[config.mk]
export PLATFORM = sky130hd
export DESIGN_NAME = mips_seq_ctrl
export DESIGN_NICKNAME = d
export VERILOG_FILES = /design/src/rtl/mips_seq_pkg.sv /design/src/rtl/mips_seq_ctrl_timer.sv /design/src/rtl/mips_seq_ctrl.sv
export SDC_FILE = /design/constraint.sdc
export NUM_CORES = 1
export LEC_CHECK = 0
export BUFFER_PORTS_ARGS = -buffer_cell sky130_fd_sc_hd__clkbuf_2
export CAP_MARGIN = 10
export CORE_MARGIN = 1
export CORE_UTILIZATION = 25
export DETAILED_ROUTE_END_ITERATION = 8
export GPL_TIMING_DRIVEN = 0
export PLACE_DENSITY = 0.54
export SLEW_MARGIN = 10
export SYNTH_ARGS = -nofsm -noshare
export SYNTH_HDL_FRONTEND = slang
export SYNTH_SLANG_ARGS = --single-unit
export TNS_END_PERCENT = 20
[constraint.sdc]
create_clock -name clk -period 2.69 [get_ports clk]
set_clock_uncertainty 0.15 [all_clocks]
set_input_delay 0.4035 -clock clk [delete_from_list [all_inputs] [get_ports clk]]
set_output_delay 0.4035 -clock clk [all_outputs]
set_load 0.01 [all_outputs]
[src/rtl/mips_seq_pkg.sv]
// mips_seq_pkg: shared definitions for the multi-cycle sequencer.
//   - seq_state_e : sequencer state encodings (also visible on state_o)
//   - PC_SRC_*    : PC source select codes driven on pc_src
//   - BR_*        : decoder branch_Select codes
//   - MUXD_*      : decoder mux_D (result source) codes
//   - moore_t / moore_of : per-state registered output bundle
//   - branch_psrc / is_load : small decode helpers
package mips_seq_pkg;

  typedef enum logic [2:0] {
    S_IDLE   = 3'd0,
    S_FETCH  = 3'd1,
    S_DECODE = 3'd2,
    S_EXEC   = 3'd3,
    S_MEM    = 3'd4,
    S_WB     = 3'd5,
    S_FAULT  = 3'd7
  } seq_state_e;

  localparam logic [1:0] PC_SRC_SEQ = 2'd0;  // PC + 1
  localparam logic [1:0] PC_SRC_BR  = 2'd1;  // branch target
  localparam logic [1:0] PC_SRC_REG = 2'd2;  // register A
  localparam logic [1:0] PC_SRC_JMP = 2'd3;  // jump target

  localparam logic [1:0] BR_NONE = 2'd0;
  localparam logic [1:0] BR_COND = 2'd1;
  localparam logic [1:0] BR_JR   = 2'd2;
  localparam logic [1:0] BR_J    = 2'd3;

  localparam logic [1:0] MUXD_ALU = 2'd0;
  localparam logic [1:0] MUXD_MEM = 2'd1;
  localparam logic [1:0] MUXD_ALT = 2'd2;

  // Outputs that depend only on the state being entered (plus decoder
  // fields that are already stable by then), so they can be registered.
  typedef struct packed {
    logic imem_req;
    logic dmem_req;
    logic dmem_we;
    logic rf_we;
    logic pc_en_wb;
    logic busy;
    logic fault;
  } moore_t;

  function automatic moore_t moore_of(seq_state_e s, logic mem_write, logic reg_write);
    moore_t m;
    m = '0;
    case (s)
      S_IDLE:   m = '0;
      S_FETCH:  begin m.imem_req = 1'b1; m.busy = 1'b1; end
      S_DECODE: m.busy = 1'b1;
      S_EXEC:   m.busy = 1'b1;
      S_MEM:    begin m.dmem_req = 1'b1; m.dmem_we = mem_write; m.busy = 1'b1; end
      S_WB:     begin m.rf_we = reg_write; m.pc_en_wb = 1'b1; m.busy = 1'b1; end
      S_FAULT:  m.fault = 1'b1;
      default:  m.fault = 1'b1;
    endcase
    return m;
  endfunction

  // PC source for this instruction: the branch code itself when taken,
  // sequential otherwise. Conditional branches use zero ^ polarity.
  function automatic logic [1:0] branch_psrc(logic [1:0] bsel, logic zero, logic pol);
    logic [1:0] p;
    case (bsel)
      BR_NONE: p = PC_SRC_SEQ;
      BR_COND: p = (zero ^ pol) ? PC_SRC_BR : PC_SRC_SEQ;
      BR_JR:   p = PC_SRC_REG;
      BR_J:    p = PC_SRC_JMP;
      default: p = PC_SRC_SEQ;
    endcase
    return p;
  endfunction

  function automatic logic is_load(logic [1:0] muxd);
    logic r;
    case (muxd)
      MUXD_ALU: r = 1'b0;
      MUXD_MEM: r = 1'b1;
      MUXD_ALT: r = 1'b0;
      default:  r = 1'b0;
    endcase
    return r;
  endfunction

endpackage

[src/rtl/mips_seq_ctrl_timer.sv]
// seq_timeout_timer: wait-cycle counter shared by the FETCH and MEM waits.
// Ports:
//   clk, rst_n : clock, async active-low reset
//   clear      : hold the count at zero (asserted outside a wait state)
//   tick       : currently waiting on a memory ack
//   ack        : the awaited ack arrived this cycle (restarts the count)
//   expired    : this is the last permitted wait cycle and no ack came
module seq_timeout_timer #(
  parameter int MEM_TIMEOUT = 16
) (
  input  logic clk,
  input  logic rst_n,
  input  logic clear,
  input  logic tick,
  input  logic ack,
  output logic expired
);

  localparam int CW = $clog2(MEM_TIMEOUT);
  localparam logic [CW-1:0] LIMIT = CW'(MEM_TIMEOUT - 1);

  logic [CW-1:0] cnt_r;

  // Count un-acked wait cycles; any ack or leaving the wait restarts at zero.
  always_ff @(posedge clk or negedge rst_n) begin
    if (!rst_n) begin
      cnt_r <= '0;
    end else if (clear || ack) begin
      cnt_r <= '0;
    end else if (tick) begin
      cnt_r <= cnt_r + CW'(1);
    end
  end

  // An ack on the limit cycle wins, hence the ~ack term.
  assign expired = tick & ~ack & (cnt_r == LIMIT);

endmodule

[src/rtl/mips_seq_ctrl.sv]
// mips_seq_ctrl: multi-cycle FETCH/DECODE/EXEC/MEM/WB sequencer.
// Optional feature macro: MIPS_SEQ_PERF_CNT_EN (adds retired_cnt/stall_cnt).
// Ports:
//   clk, rst_n         : clock, async active-low reset
//   run                : keep issuing instructions (sampled at boundaries)
//   imem_ack, dmem_ack : memory handshake acks
//   reg_Write, mux_D, branch_Select, polarity_Select, mem_Write : decoder
//   zero_flag          : ALU zero, valid in EXEC
//   imem_req, ir_load  : fetch request / IR latch strobe
//   dmem_req, dmem_we  : data request / write strobe
//   rf_we              : register-file write enable
//   pc_en, pc_src      : PC update strobe and source select
//   busy, fault        : activity / sticky memory-timeout fault
//   state_o            : current state encoding
//   retired_cnt, stall_cnt (feature only): performance counters
module mips_seq_ctrl
  import mips_seq_pkg::*;
#(
  parameter int MEM_TIMEOUT = 16
`ifdef MIPS_SEQ_PERF_CNT_EN
  ,
  parameter int CNT_W = 32
`endif
) (
  input  logic       clk,
  input  logic       rst_n,
  input  logic       run,
  input  logic       imem_ack,
  input  logic       dmem_ack,
  input  logic       reg_Write,
  input  logic [1:0] mux_D,
  input  logic [1:0] branch_Select,
  input  logic       polarity_Select,
  input  logic       mem_Write,
  input  logic       zero_flag,
  output logic       imem_req,
  output logic       ir_load,
  output logic       dmem_req,
  output logic       dmem_we,
  output logic       rf_we,
  output logic       pc_en,
  output logic [1:0] pc_src,
  output logic       busy,
  output logic       fault,
  output logic [2:0] state_o
`ifdef MIPS_SEQ_PERF_CNT_EN
  ,
  output logic [CNT_W-1:0] retired_cnt,
  output logic [CNT_W-1:0] stall_cnt
`endif
);

  seq_state_e state_r;
  seq_state_e fin_state_s;
  moore_t     mo_r;
  logic [1:0] psrc_r;
  logic [1:0] psrc_s;
  logic       goes_mem_s;
  logic       load_s;
  logic       in_wait_s;
  logic       wait_clear_s;
  logic       ack_s;
  logic       expired_s;
  logic       exec_final_s;
  logic       mem_final_s;

  assign psrc_s       = branch_psrc(branch_Select, zero_flag, polarity_Select);
  assign load_s       = is_load(mux_D);
  assign goes_mem_s   = mem_Write | load_s;
  assign fin_state_s  = run ? S_FETCH : S_IDLE;
  assign in_wait_s    = mo_r.imem_req | mo_r.dmem_req;
  assign wait_clear_s = ~in_wait_s;
  assign ack_s        = (mo_r.imem_req & imem_ack) | (mo_r.dmem_req & dmem_ack);

  // Instruction-ending cycles that are not WB: PC must update in that
  // same cycle, so these are decoded from live inputs.
  assign exec_final_s = (state_r == S_EXEC) & ~goes_mem_s & ~reg_Write;
  assign mem_final_s  = mo_r.dmem_req & dmem_ack & ~load_s;

  seq_timeout_timer #(
    .MEM_TIMEOUT(MEM_TIMEOUT)
  ) u_timer (
    .clk     (clk),
    .rst_n   (rst_n),
    .clear   (wait_clear_s),
    .tick    (in_wait_s),
    .ack     (ack_s),
    .expired (expired_s)
  );

  // Sequencer FSM: state, registered per-state outputs and the PC-source latch.
  always_ff @(posedge clk or negedge rst_n) begin
    if (!rst_n) begin
      state_r <= S_IDLE;
      mo_r    <= '0;
      psrc_r  <= PC_SRC_SEQ;
    end else begin
      case (state_r)
        S_IDLE: begin
          if (run) begin
            state_r <= S_FETCH;
            mo_r    <= moore_of(S_FETCH, mem_Write, reg_Write);
          end
        end
        S_FETCH: begin
          if (imem_ack) begin
            state_r <= S_DECODE;
            mo_r    <= moore_of(S_DECODE, mem_Write, reg_Write);
          end else if (expired_s) begin
            state_r <= S_FAULT;
            mo_r    <= moore_of(S_FAULT, mem_Write, reg_Write);
          end
        end
        S_DECODE: begin
          state_r <= S_EXEC;
          mo_r    <= moore_of(S_EXEC, mem_Write, reg_Write);
        end
        S_EXEC: begin
          psrc_r <= psrc_s;
          if (goes_mem_s) begin
            state_r <= S_MEM;
            mo_r    <= moore_of(S_MEM, mem_Write, reg_Write);
          end else if (reg_Write) begin
            state_r <= S_WB;
            mo_r    <= moore_of(S_WB, mem_Write, reg_Write);
          end else begin
            state_r <= fin_state_s;
            mo_r    <= moore_of(fin_state_s, mem_Write, reg_Write);
          end
        end
        S_MEM: begin
          if (dmem_ack) begin
            if (load_s) begin
              state_r <= S_WB;
              mo_r    <= moore_of(S_WB, mem_Write, reg_Write);
            end else begin
              state_r <= fin_state_s;
              mo_r    <= moore_of(fin_state_s, mem_Write, reg_Write);
            end
          end else if (expired_s) begin
            state_r <= S_FAULT;
            mo_r    <= moore_of(S_FAULT, mem_Write, reg_Write);
          end
        end
        S_WB: begin
          state_r <= fin_state_s;
          mo_r    <= moore_of(fin_state_s, mem_Write, reg_Write);
        end
        S_FAULT: begin
          state_r <= S_FAULT;
          mo_r    <= moore_of(S_FAULT, mem_Write, reg_Write);
        end
        default: begin
          // Unused encoding: treat as a fault rather than guess a recovery.
          state_r <= S_FAULT;
          mo_r    <= moore_of(S_FAULT, mem_Write, reg_Write);
        end
      endcase
    end
  end

  // PC strobe and source: WB and MEM-final use the latch, EXEC-final the live value.
  always_comb begin
    pc_en = mo_r.pc_en_wb | exec_final_s | mem_final_s;
    if (mo_r.pc_en_wb || mem_final_s) begin
      pc_src = psrc_r;
    end else if (exec_final_s) begin
      pc_src = psrc_s;
    end else begin
      pc_src = PC_SRC_SEQ;
    end
  end

  assign imem_req = mo_r.imem_req;
  assign ir_load  = mo_r.imem_req & imem_ack;
  assign dmem_req = mo_r.dmem_req;
  assign dmem_we  = mo_r.dmem_we;
  assign rf_we    = mo_r.rf_we;
  assign busy     = mo_r.busy;
  assign fault    = mo_r.fault;
  assign state_o  = state_r;

`ifdef MIPS_SEQ_PERF_CNT_EN
  // Retired instructions and un-acked memory wait cycles; both simply wrap.
  always_ff @(posedge clk or negedge rst_n) begin
    if (!rst_n) begin
      retired_cnt <= '0;
      stall_cnt   <= '0;
    end else begin
      if (pc_en) begin
        retired_cnt <= retired_cnt + CNT_W'(1);
      end
      if (in_wait_s && !ack_s) begin
        stall_cnt <= stall_cnt + CNT_W'(1);
      end
    end
  end
`endif

endmodule

# Word-level counts from Yosys, hierarchy flattened

Cells that the tools add are included.

Register bits: 16
Bits of input ports: 13
Output and inout bits: 13

$add $sub $neg: 1
Equal/unequal tests: 16
Mux-type cells: 30
Bitwise logic cells: 18
Reductions and logical operators: 8

Operators by type and width:

| cell                | number |
|---|---|
| $mux 7              | 7 |
| $pmux 7 s6          | 1 |
| $mux 3              | 7 |
| $pmux 3 s6          | 1 |
| $mux 2              | 4 |
| $mux 4              | 2 |
| $pmux 2 s4          | 1 |
| $and 1x1->1         | 7 |
| $mux 1              | 7 |
| $eq 1x3->1 const B  | 2 |
| $eq 3x2->1 const B  | 2 |
| $eq 3x3->1 const B  | 2 |
| $logic_not 3->1     | 2 |
| $reduce_or 6->1     | 1 |
| $not 1->1           | 5 |
| $or 1x1->1          | 5 |
| $reduce_or 5->1     | 1 |
| $add 4x1->4 const B | 1 |
| $eq 1x2->1 const B  | 2 |
| $eq 2x1->1 const B  | 2 |
| $eq 2x2->1 const B  | 2 |
| $eq 4x4->1 const B  | 1 |
| $eq 3x1->1 const B  | 1 |
| $logic_not 2->1     | 1 |
| other kinds (5)     | 6 |

# Longest topological paths before layout

Gate-level depths: netlist of the first run.

Depth after elaboration: 8
Depth in mapped cells: 5
Gate-level depth less buffers: 5

# Modules after synthesis

From an unflattened synthesis of the first run, not the netlist that was laid out.

Cell total of the unflattened synthesis: 122
Area total of the unflattened synthesis: 1113.6 um^2

Modules (own cells, without submodules):

| module            | instances | cells an instance | area each (um^2) | sequential area each (um^2) |
|---|---|---|---|---|
| mips_seq_ctrl     | 1         | 101               | 873.3            | 300.3 |
| seq_timeout_timer | 1         | 21                | 240.2            | 100.1 |

# Worst setup path after synthesis of the first run

No wires, ideal clock.

Path kind: register to output
Start: register state_r[1], in the netlist state_o[1]
End: output pc_src[0]
Arrival time: 1.441 ns
Data required time: 2.137 ns
Slack: 0.695 ns
Stages on the path, launching flop included: 6
Buffers on the path: 1
Cells stage by stage: dfrtp_1 > buf_2 > nand3b_1 > or4_4 > nor2_1 > mux2_2

Word-level cells in the longest chain between the ends: 5

RTL lines:

| element                  | line                 | source |
|---|---|---|
| start, declared          | mips_seq_ctrl.sv:53  | `seq_state_e state_r;` |
| start signal, assigned   | mips_seq_ctrl.sv:127 | `state_r <= fin_state_s;` |
| start signal, assigned   | mips_seq_ctrl.sv:137 | `state_r <= fin_state_s;` |
| start signal, assigned   | mips_seq_ctrl.sv:146 | `state_r <= fin_state_s;` |
| $eq 3x2->1               | mips_seq_ctrl.sv:77  | `assign exec_final_s = (state_r == S_EXEC) & ~goes_mem_s & ~reg_Write;` |
| $and 1x1->1 (2 in a row) | mips_seq_ctrl.sv:77  |  |
| $mux 2                   | mips_seq_ctrl.sv:167 | `end else if (exec_final_s) begin` |
| $mux 2                   | mips_seq_ctrl.sv:165 | `if (mo_r.pc_en_wb \|\| mem_final_s) begin` |
| end, declared            | mips_seq_ctrl.sv:42  | `output logic [1:0] pc_src,` |

Every way passes these cells.

# Worst setup path after layout of the first run

Start: register state_r[2], in the netlist state_o[2]
End: output pc_src[0]

The elaborated chain is that of the path after synthesis.

==> results.cfg, run 1 <==
[run_status]
status = complete, no violations

[global_route]
grt_usage_pct = 13.0
busiest_layer = met2
grt_pass1_wl_um = 4240
grt_max_degree = 17
met2_usage_pct = 19.9
grt_antenna_before_repair = 0
use_met3_pct = 2.24
grtUsageMet1_pct = 17.5
grt_overflow_total = 0
grt_pass1_vias = 906

[synth]
synth_area_sq_um = 1020
netlist_instances = 110
netlist.top_cell.by_area = dfrtp_1
ys.flop_type = dfrtp_1
syn-num-nets = 124
ys_warn_count = 0
synth-edff-count = 0
synth-seq-cells = 16
synth_top_cells_by_count = 16 x dfrtp_1, 10 x nor2_1, 8 x o21ai_0, 6 x inv_1, 6 x nand2_1
ys_seq_area_share_pct = 39.3
synth_top_area_share_pct = 39.3
post-synth-top-count-cell = dfrtp_1
ys_types = 44
synthTopCellsByArea = dfrtp_1 39%, o21ai_0 3.9%, nor2_1 3.7%
avgSynthCellArea_sq_um = 9.26
synthArstFlopShare_pct = 100

[floorplanning]
core_area_sq_um = 3770
die_x_um = 65.8
fp-row-count = 22
die_h_um = 65.8
die_area_sq_um = 4330
start_util_pct = 27.0
io_pins = 26

[sta]
hold_slack_ns = 0.270
slew_viol_final = 0
slew_headroom_pct = 65.4
worst_slew_pin_slew_ns = 0.519
period_share_pct = 91.9
post-route-min-period_ns = 2.47
fmax_ghz = 0.404
rsz0062_at_grt = no
setup_slack_ns = 0.217
hold_violations = 0
tns_ns = 0
setup-violations-final = 0

[worst_setup_path]
required_ns = 2.14
rrSetupSlack_ns = 0.83
crit_path_top_delay_cell = or4_4
cp-endpoint = pc_src[0]
crit_arrival_ns = 1.92
r2r_start = u_timer.cnt_r[0]
max_stage_delay_ns = 0.50
endpoint_kind = output port
path_cells = nand3b_1 > or4_4 > nor2_1 > mux2_2 > clkbuf_2
crit_fanout = 7
worstSetupStartpointType = register
path_class = register to output port
r2r_cells = 5
startpoint = state_o[2]
r2r-end = dmem_we

[layout]
area_delta_synth_final_pct = 24.6
n_antenna_cell = 0
nNetsFinal = 155
drive_above_1_share_pct = 29.3

[placed_design]
dp_hpwl_um = 1950
gp_congestion = 0.877
place.port_buffers = 25
pre_cts_slack_ns = 0.418

[cts]
cts_buffers = 3
clk_pin_slew_ns = 0.06
htreeDepth = 1
postCtsSetupBuffers = 0
clk_latency_ns = 0.25
cts-root-buf = clkbuf_8
cts_resized = 0
cts_tree = yes
cts_hold_buf = 1
cts.sinks = 16
clockBufferDepth = 2

[route]
dr.pass1.iters = 4
drt_iter0_drc = 40
viasPerCell = 5.19
drc_errors = 0
wirelength_um = 2570
wl_per_cell_um = 13.6
via_count = 976
final_antenna_net_count = 0

[pwr]
power_leakage_uw = 0.000563
peakVddDrop_v = 0.000245
cellPowerDensity_nw_per_um2 = 388

[run]
maxCapViolCount = 0

[hold_path]
hold_path_class = input pin to register
-- report_power, final --
| part | switching [uW] | internal [uW] | leakage, uW |
|---|---|---|---|
| sequential | 0.367 | 241 | 0.000195 |
| combinational | 20.1 | 12.2 | 0.000339 |
| clock | 88.1 | 130 | 0.0000288 |
-- how the worst min path moves through the flow --
stage | from | to | slack, ns | cells after the start
2_1_floorplan | rst_n | busy | -0.04 | 0
3_3_place_gp | rst_n | dmem_req | 0.20 | 1
3_5_place_dp | rst_n | dmem_we | 0.21 | 1
4_1_cts | branch_Select[1] | psrc_r[1] | 0.27 | 2
5_1_grt | branch_Select[1] | psrc_r[1] | 0.29 | 2
6_report | branch_Select[1] | psrc_r[1] | 0.27 | 2
-- kinds of logic (layout without fill, tap and decap cells) --
logic type / Yosys count / after routing / synth area share (%)
adders and majority gates: 1 / 1 / 1.23
xor gates and xnor gates: 3 / 3 / 2.58
DFF: 16 / 16 / 39.3
and+or+nand+nor: 42 / 42 / 24.6
muxes: 2 / 2 / 2.21
buffers and inverters: 10 / 40 / 3.93
AOI/OAI and AO/OA: 36 / 36 / 26.2
-- state kept, by name, indices dropped and copies added (netlist names) --
register,count
u_timer.cnt_r,4
state_o,3
psrc_r,2
busy,1
dmem_req,1
dmem_we,1
fault,1
imem_req,1
mo_r,1
rf_we,1
-- metal layers --
layer,share of wire (%),routed length [um]
met5,0,0
met4,1.9,49
met3,6.2,159
met2,46,1170
met1,46,1190
-- cells in the final DEF, fill, tap and decap left out, types with 2 or more instances in the layout --
cell type	count
clkbuf_2	25
dfrtp_1	16
nor2_1	10
o21ai_0	8
nand2_1	6
inv_1	6
a31oi_1	4
nand3_1	4
clkbuf_8	4
nor2b_1	3
nand2b_1	3
nor3_1	3
a21oi_1	3
and2_4	2
clkbuf_1	2
buf_2	2
xor2_1	2
mux2_2	2
nor3b_1	2
o211ai_1	2
a32o_1	2
nor4_2	2
o221ai_1	2
o31ai_1	2
-- cell type report --
cell class | count | area [sq um]
Tap cell | 48 | 60.1
Timing Repair Buffer | 26 | 135
Multi-Input combinational cell | 84 | 578
Clock buffer | 4 | 55.1
Fill cell | 387 | 2500
Buffer | 4 | 17.5
Inverter | 6 | 22.5
Sequential cell | 16 | 400
-- metrics by stage --
stage          power, uW  cells  area (sq um)  utilization, %
2_1_floorplan        256    110          1020               -
3_3_place_gp         277    183          1200            31.9
3_5_place_dp         278    183          1200            31.9
4_1_cts              497    188          1270            33.6
5_1_grt              508    188          1270            33.6
6_report             492    188          1270            33.6
-- critical path: cells and delay by family (launching register included) --
kind	cells	cell delay, ns
simple gates	3	0.94
buf+inv	1	0.12
mux	1	0.15
flops	1	0.46
No activity file was read; power rests on OpenSTA's default activity.
==> inputs of run 2 (changes only) <==
Settings changed: CORE_ASPECT_RATIO from default to 1.2, GPL_TIMING_DRIVEN 0 to default, PLACE_DENSITY 0.54 to 0.44.
==> results.cfg, run 2 (same netlist as run 1, synthesis figures left out) <==
[run_status]
status = complete, no violations

[layout]
final-instance-count-excl-fill = 192
final_common_cell = clkbuf_2
layout_common_cells = 25 x clkbuf_2, 16 x dfrtp_1, 10 x nor2_1
drive_above_1_share_pct = 29.7
nNetsFinal = 153
largest_reg_flops = 4
top_register = u_timer.cnt_r
regArea_sq_um = 400
area_delta_synth_final_pct = 25.1
multi_input_area_sq_um = 578
final_util_pct = 32.6
fillCellCount = 419
n_antenna_cell = 0

[cts]
cts_buffers = 3
postCtsSetupBuffers = 0
cts-root-buf = clkbuf_8
clockBufferDepth = 2
cts.sinks = 16
htreeDepth = 1
clk_latency_ns = 0.26
clk_pin_slew_ns = 0.07
cts_tree = yes

[worst_setup_path]
endpoint_kind = output port
path_class = register to output port
crit_arrival_ns = 1.89
crit_fanout = 10
path_depth = 5
worstSetupStartpointType = register
path_cells = nand3b_1 > or4_4 > nor2_1 > mux2_2 > clkbuf_2
r2r_start = state_o[2]
cp-endpoint = pc_src[0]
cp_top_family = simple AND/OR/NAND/NOR gates
startpoint = state_o[1]
crit_buf_inv = 1
max_stage_delay_ns = 0.53
rrSetupSlack_ns = 0.79
r2r_cells = 5
r2r-end = imem_req
required_ns = 2.14
crit_path_top_delay_cell = dfrtp_1

[global_route]
grt_pass1_wl_um = 4840
grt_usage_pct = 14.9
grt_antenna_before_repair = 0
grt_max_degree = 17
grt_pass1_vias = 982
grt_overflow_total = 0

[placed_design]
place_inst = 187
place.port_buffers = 25
dp_hpwl_um = 2180
gp_congestion = 0.846

[sta]
rsz0062_at_grt = no
period_share_pct = 91.0
slew_viol_final = 0
tns_ns = 0
setup-violations-final = 0
hold_violations = 0
post-route-min-period_ns = 2.45
worst_slew_pin_slew_ns = 0.529
fmax_ghz = 0.408
slew_headroom_pct = 64.7

[route]
wirelength_um = 2890
final_antenna_net_count = 0
drc_errors = 0
via_count = 985
dr.pass1.iters = 5
drt_iter0_drc = 30
wl_per_cell_um = 15.0
viasPerCell = 5.13

[pwr]
power_leakage_uw = 0.000565
peakVddDrop_v = 0.000144
cellPowerDensity_nw_per_um2 = 390

[floorplanning]
core_area_sq_um = 3910
fp-row-count = 25
io_pins = 26
die_x_um = 60.3
start_util_pct = 26.0
die_h_um = 71.9
die_area_sq_um = 4330

[hold_path]
hold_path_class = input pin to register

[run]
maxCapViolCount = 0
-- run 2: cell type report --
class	count	area share [%]
multi-input combinational	84	45.4
timing repair buffer	28	11.8
inverter	6	1.77
sequential	16	31.4
clock buffer	4	4.32
tap	54	5.30
-- run 2: stage by stage --
step	hold WS, ns	cell area [sq um]	power, uW	worst slack [ns]
6_report	0.277	1270	497	0.242
5_1_grt	0.298	1270	514	0.0826
4_1_cts	0.274	1270	508	0.202
3_5_place_dp	0.210	1210	277	0.517
3_3_place_gp	0.212	1210	278	0.576
2_1_floorplan	-0.0421	1020	256	0.695
-- run 2: worst reg2reg max path: stages (launching register included) --
cell and delay (ns):
dfrtp_1 0.37, buf_4 0.19, nor3b_1 0.49, o21bai_1 0.26, a21o_1 0.22, a22o_1 0.15
-- run 2: repair_timing --
item                                   in CTS  in global routing
setup endpoints to repair                   0                  0
hold buffers                                1                  0
resized for setup                           0                  0
endpoints found under the hold margin      16                  0
-- run 2: where the power goes --
part | switching, uW | leakage, uW | total [uW] | internal, uW
clock network | 93.2 | 0.0000288 | 223 | 130
logic | 20.0 | 0.000341 | 31.9 | 11.9
registers | 0.422 | 0.000195 | 242 | 241
-- run 2: metal layers --
layer | global-route usage, % | up-vias | part of all wire [%]
li1 | - | 474 | -
met1 | 20.0 | 471 | 43
met2 | 23.2 | 35 | 51
met3 | 2.85 | 5 | 4.9
met4 | 6.20 | 0 | 1.5
met5 | 0 | - | 0
-- run 2: worst min-delay path by stage --
| stage | slack (ns) | cells past startpoint | end | startpoint |
|---|---|---|---|---|
| 6_report | 0.28 | 2 | psrc_r[1] | branch_Select[1] |
| 5_1_grt | 0.30 | 2 | psrc_r[1] | branch_Select[1] |
| 4_1_cts | 0.27 | 2 | psrc_r[1] | branch_Select[1] |
| 3_5_place_dp | 0.21 | 1 | u_timer.cnt_r[0] | rst_n |
| 3_3_place_gp | 0.21 | 1 | u_timer.cnt_r[0] | rst_n |
| 2_1_floorplan | -0.04 | 0 | busy | rst_n |
==> inputs of run 3 (changes only) <==
Settings changed: PLACE_DENSITY 0.44 to 0.45, SYNTH_HIERARCHICAL from default to 1.
Clock period 2.69 ns to 2.2 ns, I/O delays scaled along.
==> results.cfg, run 3 <==
[run_status]
status = complete, no violations

[sta]
period_share_pct = 91.5
slew_headroom_pct = 67.1
hold_violations = 0
tns_ns = 0
fmax_ghz = 0.497
worst_slew_pin_slew_ns = 0.494
slew_viol_final = 0
rsz0062_at_grt = no
setup-violations-final = 0
post-route-min-period_ns = 2.01

[route]
dr.pass1.iters = 4
via_count = 1026
drc_errors = 0
wl_per_cell_um = 13.1
drt_iter0_drc = 30
wirelength_um = 2750
final_antenna_net_count = 0
viasPerCell = 4.91

[worst_setup_path]
endpoint_kind = output port
path_class = register to output port
required_ns = 1.72
crit_fanout = 15
crit_arrival_ns = 1.53
r2r-end = imem_req
rrSetupSlack_ns = 0.25
r2r_cells = 7
worstSetupStartpointType = register
r2r_start = imem_req

[synth]
synth-edff-count = 0
synth-seq-cells = 16
synthTopCellsByArea = dfrtp_1 36%, o21ai_1 3.6%, nor2_1 3.0%
ys_types = 50
avgSynthCellArea_sq_um = 9.13
netlist_instances = 122
ys_warn_count = 6
ys.flop_type = dfrtp_1
synth_top_cells_by_count = 16 x dfrtp_1, 9 x nor2_1, 8 x o21ai_1, 7 x nand2_1
synth_top_area_share_pct = 36.0
ys_seq_area_share_pct = 36.0
post-synth-top-count-cell = dfrtp_1
synthArstFlopShare_pct = 100
syn-num-nets = 136
synth_area_sq_um = 1110
netlist.top_cell.by_area = dfrtp_1

[placed_design]
place_area_sq_um = 1310
place_inst = 204
dp_hpwl_um = 2220
place.port_buffers = 25
gp_congestion = 0.843

[floorplanning]
die_area_sq_um = 4730
fp-row-count = 26
die_h_um = 75.1
core_area_sq_um = 4260
start_util_pct = 26.1
die_x_um = 62.9
io_pins = 26

[layout]
final_common_cell = clkbuf_2
drive_above_1_share_pct = 35.3
stdcell_area_sq_um = 1380
nNetsFinal = 168
top_register = u_timer/cnt_r
n_antenna_cell = 0
final-instance-count-excl-fill = 209
fillCellCount = 448
area_delta_synth_final_pct = 24.3
largest_reg_flops = 4
layout_common_cells = 25 x clkbuf_2, 16 x dfrtp_1, 9 x nor2_1

[hold_path]
holdPathEnd = psrc_r[1]
hold_path_class = input pin to register
hold_path.startpoint = branch_Select[1]
holdPathStages = 2

[run]
maxCapViolCount = 0

[cts]
clockBufferDepth = 2
clk_pin_slew_ns = 0.07
cts_buffers = 3
cts-root-buf = clkbuf_8
clk_latency_ns = 0.25
cts.sinks = 16
postCtsSetupBuffers = 0
htreeDepth = 1
cts_tree = yes

[global_route]
grt_usage_pct = 12.9
grtUsageMet1_pct = 15.5
grt_pass1_vias = 984
grt_overflow_total = 0
busiest_layer = met2
grt_pass1_wl_um = 4630
met2_usage_pct = 21.9
grt_max_degree = 17
grt_antenna_before_repair = 0
use_met3_pct = 1.82

[pwr]
peakVddDrop_v = 0.000282
total_power_uw = 1560
power_leakage_uw = 0.000612
cellPowerDensity_nw_per_um2 = 1130
==> run 3: cells by family after synthesis <==
family	synth area share [%]
xor+xnor	1.57
compound gates	23.6
buf+inv	6.29
mux	3.26
simple gates	28.2
fa+ha+maj	1.12
flops	36.0
==> run 3: cell type report <==
cell class / count / area [sq um] / share of cell area (%)
sequential: 16 / 400 / 28.9
multi-input combinational: 94 / 648 / 46.8
clock buffer: 4 / 55.1 / 3.98
timing repair buffer: 33 / 188 / 13.6
inverter: 6 / 22.5 / 1.63
tap: 56 / 70.1 / 5.06
==> run 3: stage by stage <==
| stage | worst slack (ns) | utilization, % | hold slack [ns] |
|---|---|---|---|
| finish | 0.188 | 32.5 | 0.174 |
| global route | 0.0548 | 32.5 | 0.192 |
| CTS | 0.144 | 32.4 | 0.177 |
| detailed placement | 0.175 | 30.8 | 0.139 |
| global placement | 0.253 | 30.8 | 0.153 |
| floorplan | 0.0864 | - | -0.116 |
==> run 3: repair_timing <==
action                                 4_1_cts  5_1_grt
resized for setup                            0        1
hold buffers                                 1        0
setup endpoints to repair                    0        2
endpoints found under the hold margin       16        0
==> run 3: critical path: stages (launching register included) <==
cell and delay (ns):
dfrtp_1 0.65, nand3_1 0.22, o31ai_1 0.24, clkbuf_2 0.17
==> run 3: routing by layer <==
layer	vias up	wire length, um
li1	505	-
met1	484	1190
met2	29	1380
met3	8	82
met4	0	95
met5	-	0
==> run 3: how the worst max path moves through the flow <==
stage	start	end	slack, ns
2_1_floorplan	imem_req	mo_r[2]	0.09
3_5_place_dp	imem_ack	imem_req	0.17
4_1_cts	state_o[1]	pc_src[0]	0.14
5_1_grt	imem_req	imem_req	0.05
3_3_place_gp	imem_ack	imem_req	0.25
6_report	state_o[1]	pc_src[0]	0.19
==> run 3: report_power, final <==
group	switching, uW	total [uW]	internal (uW)
clock	111	270	159
sequential	114	498	384
combinational	444	796	353
